`src/rtl/audio_i2s_tx.sv`:
```
// I2S transmitter: 2-entry {L,R} frame FIFO, BCLK/LRCK generation, MSB-first serial data.
// Define AUDIO_TX_HOLD_EN to repeat the last frame on underrun; otherwise silence is sent.
module audio_i2s_tx #(
  parameter int AUD_BIT_DEPTH = 24,
  parameter int SLOT_BITS     = 32,
  parameter int BCLK_DIV      = 4
) (
  input  logic                     AUDIO_CLK,
  input  logic                     reset_n,
  input  logic [AUD_BIT_DEPTH-1:0] lsound_in,
  input  logic [AUD_BIT_DEPTH-1:0] rsound_in,
  input  logic                     sample_strobe,
  input  logic                     clear_flags,
  output logic                     aud_bclk,
  output logic                     aud_daclrck,
  output logic                     aud_dacdat,
  output logic                     frame_start,
  output logic [1:0]               fifo_level,
  output logic                     overrun,
  output logic                     underrun
);

  localparam int FW    = 2 * SLOT_BITS;
  localparam int EW    = 2 * AUD_BIT_DEPTH;
  localparam int PAD   = SLOT_BITS - AUD_BIT_DEPTH;
  localparam int DIV_W = (BCLK_DIV > 1) ? $clog2(BCLK_DIV) : 1;
  localparam int BC_W  = $clog2(FW);

  localparam logic [DIV_W-1:0] DIV_LAST = DIV_W'(BCLK_DIV - 1);
  localparam logic [BC_W-1:0]  BC_LAST  = BC_W'(FW - 1);
  localparam logic [BC_W-1:0]  BC_SLOT  = BC_W'(SLOT_BITS);

  logic [DIV_W-1:0] r_div_cnt;
  logic [BC_W-1:0]  r_bit_cnt;
  logic [FW-1:0]    r_fs;
  logic [EW-1:0]    r_mem [2];
  logic             r_wr_ptr;
  logic             r_rd_ptr;

  logic             w_wrap;
  logic             w_fall;
  logic             w_boundary;
  logic             w_pop_ok;
  logic             w_pop_empty;
  logic             w_push_ok;
  logic             w_push_drop;
  logic [BC_W-1:0]  w_bit_next;
  logic [EW-1:0]    w_head;
  logic [FW-1:0]    w_head_frame;
  logic [FW-1:0]    w_empty_frame;
  logic [FW-1:0]    w_reload;

  assign w_wrap      = (r_div_cnt == DIV_LAST);
  assign w_fall      = w_wrap & aud_bclk;
  assign w_boundary  = w_fall & (r_bit_cnt == BC_LAST);
  assign w_pop_ok    = w_boundary & (fifo_level != 2'd0);
  assign w_pop_empty = w_boundary & (fifo_level == 2'd0);
  // The pop is resolved first, so a full FIFO still accepts a push in the pop cycle.
  assign w_push_ok   = sample_strobe & ((fifo_level != 2'd2) | w_pop_ok);
  assign w_push_drop = sample_strobe & ~w_push_ok;
  assign w_bit_next  = (r_bit_cnt == BC_LAST) ? '0 : r_bit_cnt + 1'b1;

  assign w_head       = r_mem[r_rd_ptr];
  assign w_head_frame = (FW'(w_head[EW-1:AUD_BIT_DEPTH]) << (FW - AUD_BIT_DEPTH))
                      | (FW'(w_head[AUD_BIT_DEPTH-1:0]) << PAD);

`ifdef AUDIO_TX_HOLD_EN
  logic [FW-1:0] r_last;

  always_ff @(posedge AUDIO_CLK) begin
    if (!reset_n) begin
      r_last <= '0;
    end else if (w_pop_ok) begin
      r_last <= w_head_frame;
    end
  end

  assign w_empty_frame = r_last;
`else
  assign w_empty_frame = '0;
`endif

  assign w_reload = w_pop_ok ? w_head_frame : w_empty_frame;

  always_ff @(posedge AUDIO_CLK) begin
    if (!reset_n) begin
      r_div_cnt   <= '0;
      r_bit_cnt   <= '0;
      r_fs        <= '0;
      aud_bclk    <= 1'b0;
      aud_daclrck <= 1'b0;
      aud_dacdat  <= 1'b0;
      frame_start <= 1'b0;
    end else begin
      r_div_cnt   <= w_wrap ? '0 : r_div_cnt + 1'b1;
      frame_start <= w_boundary;
      if (w_wrap) begin
        aud_bclk <= ~aud_bclk;
      end
      if (w_fall) begin
        r_bit_cnt   <= w_bit_next;
        aud_daclrck <= (w_bit_next >= BC_SLOT);
        aud_dacdat  <= r_fs[FW-1];
        r_fs        <= w_boundary ? w_reload : {r_fs[FW-2:0], 1'b0};
      end
    end
  end

  always_ff @(posedge AUDIO_CLK) begin
    if (!reset_n) begin
      r_wr_ptr   <= 1'b0;
      r_rd_ptr   <= 1'b0;
      fifo_level <= 2'd0;
      r_mem[0]   <= '0;
      r_mem[1]   <= '0;
    end else begin
      if (w_push_ok) begin
        r_mem[r_wr_ptr] <= {lsound_in, rsound_in};
        r_wr_ptr        <= ~r_wr_ptr;
      end
      if (w_pop_ok) begin
        r_rd_ptr <= ~r_rd_ptr;
      end
      case ({w_push_ok, w_pop_ok})
        2'b10:   fifo_level <= fifo_level + 2'd1;
        2'b01:   fifo_level <= fifo_level - 2'd1;
        default: fifo_level <= fifo_level;
      endcase
    end
  end

  // A set event in the same cycle beats clear_flags.
  always_ff @(posedge AUDIO_CLK) begin
    if (!reset_n) begin
      overrun  <= 1'b0;
      underrun <= 1'b0;
    end else begin
      overrun  <= w_push_drop | (overrun & ~clear_flags);
      underrun <= w_pop_empty | (underrun & ~clear_flags);
    end
  end

endmodule

```
`config.mk`:
```
export PLATFORM = sky130hd
export DESIGN_NAME = audio_i2s_tx
export DESIGN_NICKNAME = d
export VERILOG_FILES = /design/src/rtl/audio_i2s_tx.sv
export SDC_FILE = /design/constraint.sdc
export NUM_CORES = 1
export LEC_CHECK = 0
export CAP_MARGIN = 30
export CELL_PAD_IN_SITES_DETAIL_PLACEMENT = 1
export CELL_PAD_IN_SITES_GLOBAL_PLACEMENT = 2
export CORE_ASPECT_RATIO = 0.5
export CORE_MARGIN = 10
export CORE_UTILIZATION = 40
export DETAILED_ROUTE_END_ITERATION = 12
export PLACE_DENSITY_LB_ADDON = 0.1
export SKIP_CTS_REPAIR_TIMING = 1
export SYNTH_ARGS = -nofsm -noshare
export SYNTH_HDL_FRONTEND = slang
export SYNTH_SLANG_ARGS = --single-unit
```
`constraint.sdc`:
```
create_clock -name AUDIO_CLK -period 5.8 [get_ports AUDIO_CLK]
set_input_delay 1.45 -clock AUDIO_CLK [delete_from_list [all_inputs] [get_ports AUDIO_CLK]]
set_output_delay 1.45 -clock AUDIO_CLK [all_outputs]
set_load 0.01 [all_outputs]
```
==> After elaboration in Yosys (flattened, before gate mapping) <==
Memories as Yosys holds them, arrays and structs flattened. A register that Yosys moved wholly into a read port is not among the register bits.
Index checks and enable logic that the tools add are counted.
W data, S select, Z words.
{ "op_classes": {"n_addsub": 4, "n_mul": 0, "div_mod_pow": 0, "order_cmp": 1, "n_eq_ne": 5, "n_shift": 0, "n_mux": 13, "bitwise": 18, "n_reduce_logical": 5} }
{ "op_table": {"columns": ["cell", "count"], "rows": [
  ["$mux W64", 2],
  ["$or A64 B32 Y64", 1],
  ["$mux W48", 1],
  ["$reduce_or A48 Y1", 1],
  ["$and A1 B1 Y1", 8],
  ["$mux W1", 8],
  ["$add A6 B1 Y6 const B", 1],
  ["$eq A6 B6 Y1 const B", 1],
  ["$ge A6 B6 Y1 const B", 1],
  ["$mux W6", 1],
  ["$not A1 Y1", 6],
  ["$add A2 B1 Y2 const B", 2],
  ["$eq A2 B2 Y1 const B", 2],
  ["$pmux W2 S2", 1],
  ["$reduce_bool A2 Y1", 2],
  ["$or A1 B1 Y1", 3],
  ["$eq A2 B1 Y1 const B", 1],
  ["$logic_not A2 Y1", 1],
  ["$ne A2 B2 Y1 const B", 1],
  ["$reduce_or A2 Y1", 1],
  ["$sub A2 B1 Y2 const B", 1]
]} }
{ "word_totals": {"reg_bits": 82, "latchBits": 0, "ram_bits": 96, "romBits": 0, "in_bits": 52, "output_inout_bits": 8, "word_cells": 59, "memories": 1} }
{ "mem_list": {"columns": ["memory", "words", "width", "read_ports", "rd_ports_with_merged_regs", "wr", "line", "text"], "rows": [
  ["r_mem", 2, 48, 1, 1, 2, "36", "logic [EW-1:0] r_mem [2];"]
]} }

==> Longest topological paths before layout <==
{ "depth": {"depth_word": 11, "depth_mapped": 8} }

==> Least setup slack after synthesis <==
OpenSTA, ideal clock, no wires.
{ "synth_timing": {"path_type": "input port to flip-flop", "start": "in sample_strobe", "end": "mem r_mem[1][0] (netlist name), enable pin", "setup_ns": 0.583, "arrival_time_ns": 3.006, "t_required_ns": 5.217, "path_slack_ns": 2.212, "stages": 4, "path_buffers": 2, "path_cell_list": "nand3_1 > clkbuf_1 > clkbuf_1 > nand2_1"} }
{ "synth_rtl": {"columns": ["item", "line", "text"], "rows": [
  ["from (decl)", "12", "input logic sample_strobe,"],
  ["to (decl)", "36", null]
]} }

==> flow_metrics.py <==
metrics = {
    "clocking": {
        "cts-buffers-inserted": 17,
        "htreeDepth": 4,
        "clk_latency_ns": 0.42,
        "cts-root-buf": "clkbuf_16",
        "path_clk_slew_ns": 0.06,
        "cts_sinks": 171,
        "clockBufferDepth": 2,
        "cts_tree": "yes",
    },
    "global_routing": {
        "grt_pass1_vias": 5368,
        "grt_overflow": 0,
        "antenna_found_initial": 0,
        "grt_usage_pct": 14.6,
        "grt_pass1_wl_mm": 28.2,
        "grt_max_degree": 77,
    },
    "pwr": {
        "p_leak_nw": 2.87,
        "peakVddDrop_mv": 0.190,
        "power.density_mw_per_mm2": 323,
    },
    "setup_path": {
        "max_stage_delay_ns": 0.58,
        "worst-r2r-setup-slack_ns": 2.96,
        "worst-endpoint-arrival_ns": 3.27,
        "crit_top_cell": "buf_4",
        "crit_type": "primary input to register",
        "worstPathCellList": "clkdlybuf4s50_1, nand3_2, buf_4, nand2_2, buf_4",
        "required_ns": 5.85,
        "critPathLaunchType": "primary input",
        "slowest_stage": "clkdlybuf4s50_1",
        "path_buf_inv": 3,
        "crit_fanout": 49,
        "crit_family": "buffers and inverters",
        "end_kind": "register",
    },
    "yosys": {
        "syn_area_mm2": 0.00723,
        "yosys.area_share.simple_pct": 17.9,
        "synth_compound_area_share_pct": 10.1,
        "ys_top_cells_by_count": "156 x nor2_1, 96 x edfxtp_1, 75 x dfxtp_1",
        "ys_warn_count": 0,
        "synth_edf_count": 96,
        "synth_top_family_by_area": "simple AND/OR/NAND/NOR gates",
        "synthAdderAreaFrac_pct": 0.519,
        "synth_area_per_cell_um2": 10.2,
        "async_flop_share_pct": 0,
        "synth-main-ff-cell": "edfxtp_1",
        "synth_fp_nets": 764,
        "synthDistinctLibCells": 34,
        "synth.top_cell.area_share_pct": 39.9,
        "yosys-top-cells-area": "edfxtp_1 40%, dfxtp_1 21%, nor2_1 8.1%",
        "synth_mux_area_share_pct": 6.65,
        "yosys.cell_count.top_type": "nor2_1",
        "ys_seq_area_share_pct": 60.7,
        "synth-seq-cells": 171,
        "synthCells": 709,
        "synth_top_area_cell": "edfxtp_1",
        "synthXorXnorAreaFrac_pct": 0.848,
    },
    "detailed_routing": {
        "avgRoutedWirePerCell_um": 17.3,
        "ant_nets": 0,
        "drt_iter0_markers": 301,
        "vias": 5168,
        "vias_per_cell": 5.25,
        "drc": 0,
        "wirelength_mm": 17.0,
        "drt_pass1_iterations": 4,
    },
    "timing": {
        "slew-limit-headroom_pct": 41.2,
        "setup_viol_count_final": 0,
        "min_period_ns": 3.22,
        "rsz0062_at_grt": "false",
        "fin_tns_setup_ns": 0,
        "tightest_slew_ns": 0.882,
        "fin_skew_ns": 0.0167,
        "period_share_pct": 55.5,
        "slew_viol_final": 0,
        "fmax_ghz": 0.310,
        "final_hold_viol_count": 0,
    },
    "run_status": {
        "status": "completed",
    },
    "placement": {
        "gp_congestion": 0.682,
        "portBuffers": 59,
        "dp_hpwl_mm": 9.92,
        "place_inst": 953,
    },
    "layout": {
        "final_util_pct": 49.2,
        "drive_gt1_share_pct": 6.79,
        "diodes": 0,
        "fin_nets": 793,
        "synthToLayoutAreaGrowth_pct": 19.2,
        "final_cell_count_no_fill": 985,
    },
    "floorplanning": {
        "die_x_um": 210,
        "fp-row-count": 34,
        "fp.dieArea_mm2": 0.0242,
        "start_util_pct": 41.2,
        "io_pins": 60,
        "core_area_mm2": 0.0175,
        "die_h_um": 115,
    },
    "hold_path": {
        "hp-class": "register to register",
    },
    "run": {
        "maxCapViolCount": 0,
    },
}
[routing by layer]
metal	wire (um)	track usage, %	share of wire, %
met5	0	0	0
met4	128	4.05	0.75
met3	441	3.38	2.6
met2	8330	24.7	49
met1	8150	18.4	48
[final timing paths]
path / cells after the start / start / end
max: 5 / sample_strobe / r_mem[1][45]$_SDFFCE_PN0P_
min: 1 / r_div_cnt[0]$_SDFF_PP0_ / r_div_cnt[0]$_SDFF_PP0_
max reg2reg: 7 / r_div_cnt[0]$_SDFF_PP0_ / r_mem[1][45]$_SDFFCE_PN0P_
min reg2reg: 1 / r_div_cnt[0]$_SDFF_PP0_ / r_div_cnt[0]$_SDFF_PP0_
[where the power goes]
part | switching, W | internal, W | leakage [nW]
Sequential | 0.0000217 | 0.00135 | 1.63
Clock | 0.000466 | 0.000758 | 0.309
Combinational | 0.000114 | 0.0000733 | 0.934
Total | 0.000601 | 0.00218 | 2.87
[logic make-up after synthesis]
family	after synthesis
and+or+nand+nor	299
muxes	48
DFF	171
adders and majority gates	3
xor gates and xnor gates	7
AOI/OAI and AO/OA	120
buffers and inverters	61
[registers in the layout (all words and copies together), names as in the netlist, named ones only]
| signal | flops |
|---|---|
| aud_bclk | 1 |
| aud_dacdat | 1 |
| aud_daclrck | 1 |
| fifo_level | 2 |
| frame_start | 1 |
| overrun | 1 |
| r_bit_cnt | 6 |
| r_div_cnt | 2 |
| r_fs | 56 |
| r_mem | 96 |
| r_rd_ptr | 1 |
| r_wr_ptr | 1 |
| underrun | 1 |
[stage by stage]
step	hold WS [ns]	power (W)	worst slack (ns)	instance area [um^2]
after floorplan	0.404	0.00150	2.21	7230
after global placement	0.414	0.00158	2.16	7980
after detailed placement	0.440	0.00159	2.14	7980
after CTS	0.448	0.00282	2.58	8620
after global routing	0.468	0.00290	2.49	8620
final	0.436	0.00278	2.58	8620
[layout by cell type (no fill, tap or decap), drive strengths merged, types with 25 or more instances in the layout]
cell type,n
or3,49
clkdlybuf4s50,58
o211ai,47
a21oi,62
nor2,156
edfxtp,96
clkbuf,25
nand2,69
mux2i,48
dfxtp,75
[final cells by class]
type | instances | area (um^2)
fillers | 1944 | 8910
flip-flops and latches | 171 | 4390
well taps | 234 | 293
repair buffers | 69 | 663
clock buffers | 25 | 518
multi-input cells | 477 | 2630
inverters | 2 | 7.51
clock inverters | 7 | 124
[worst register-to-register path: stages (launching register included)]
cell and delay [ns]:
dfxtp_1 0.33, ha_1 0.30, nand4_2 0.22, o21ai_1 0.38, nand3_2 0.11, buf_4 0.31
nand2_2 0.23, buf_4 0.55
Note: power is estimated with default switching activity, not from simulation.
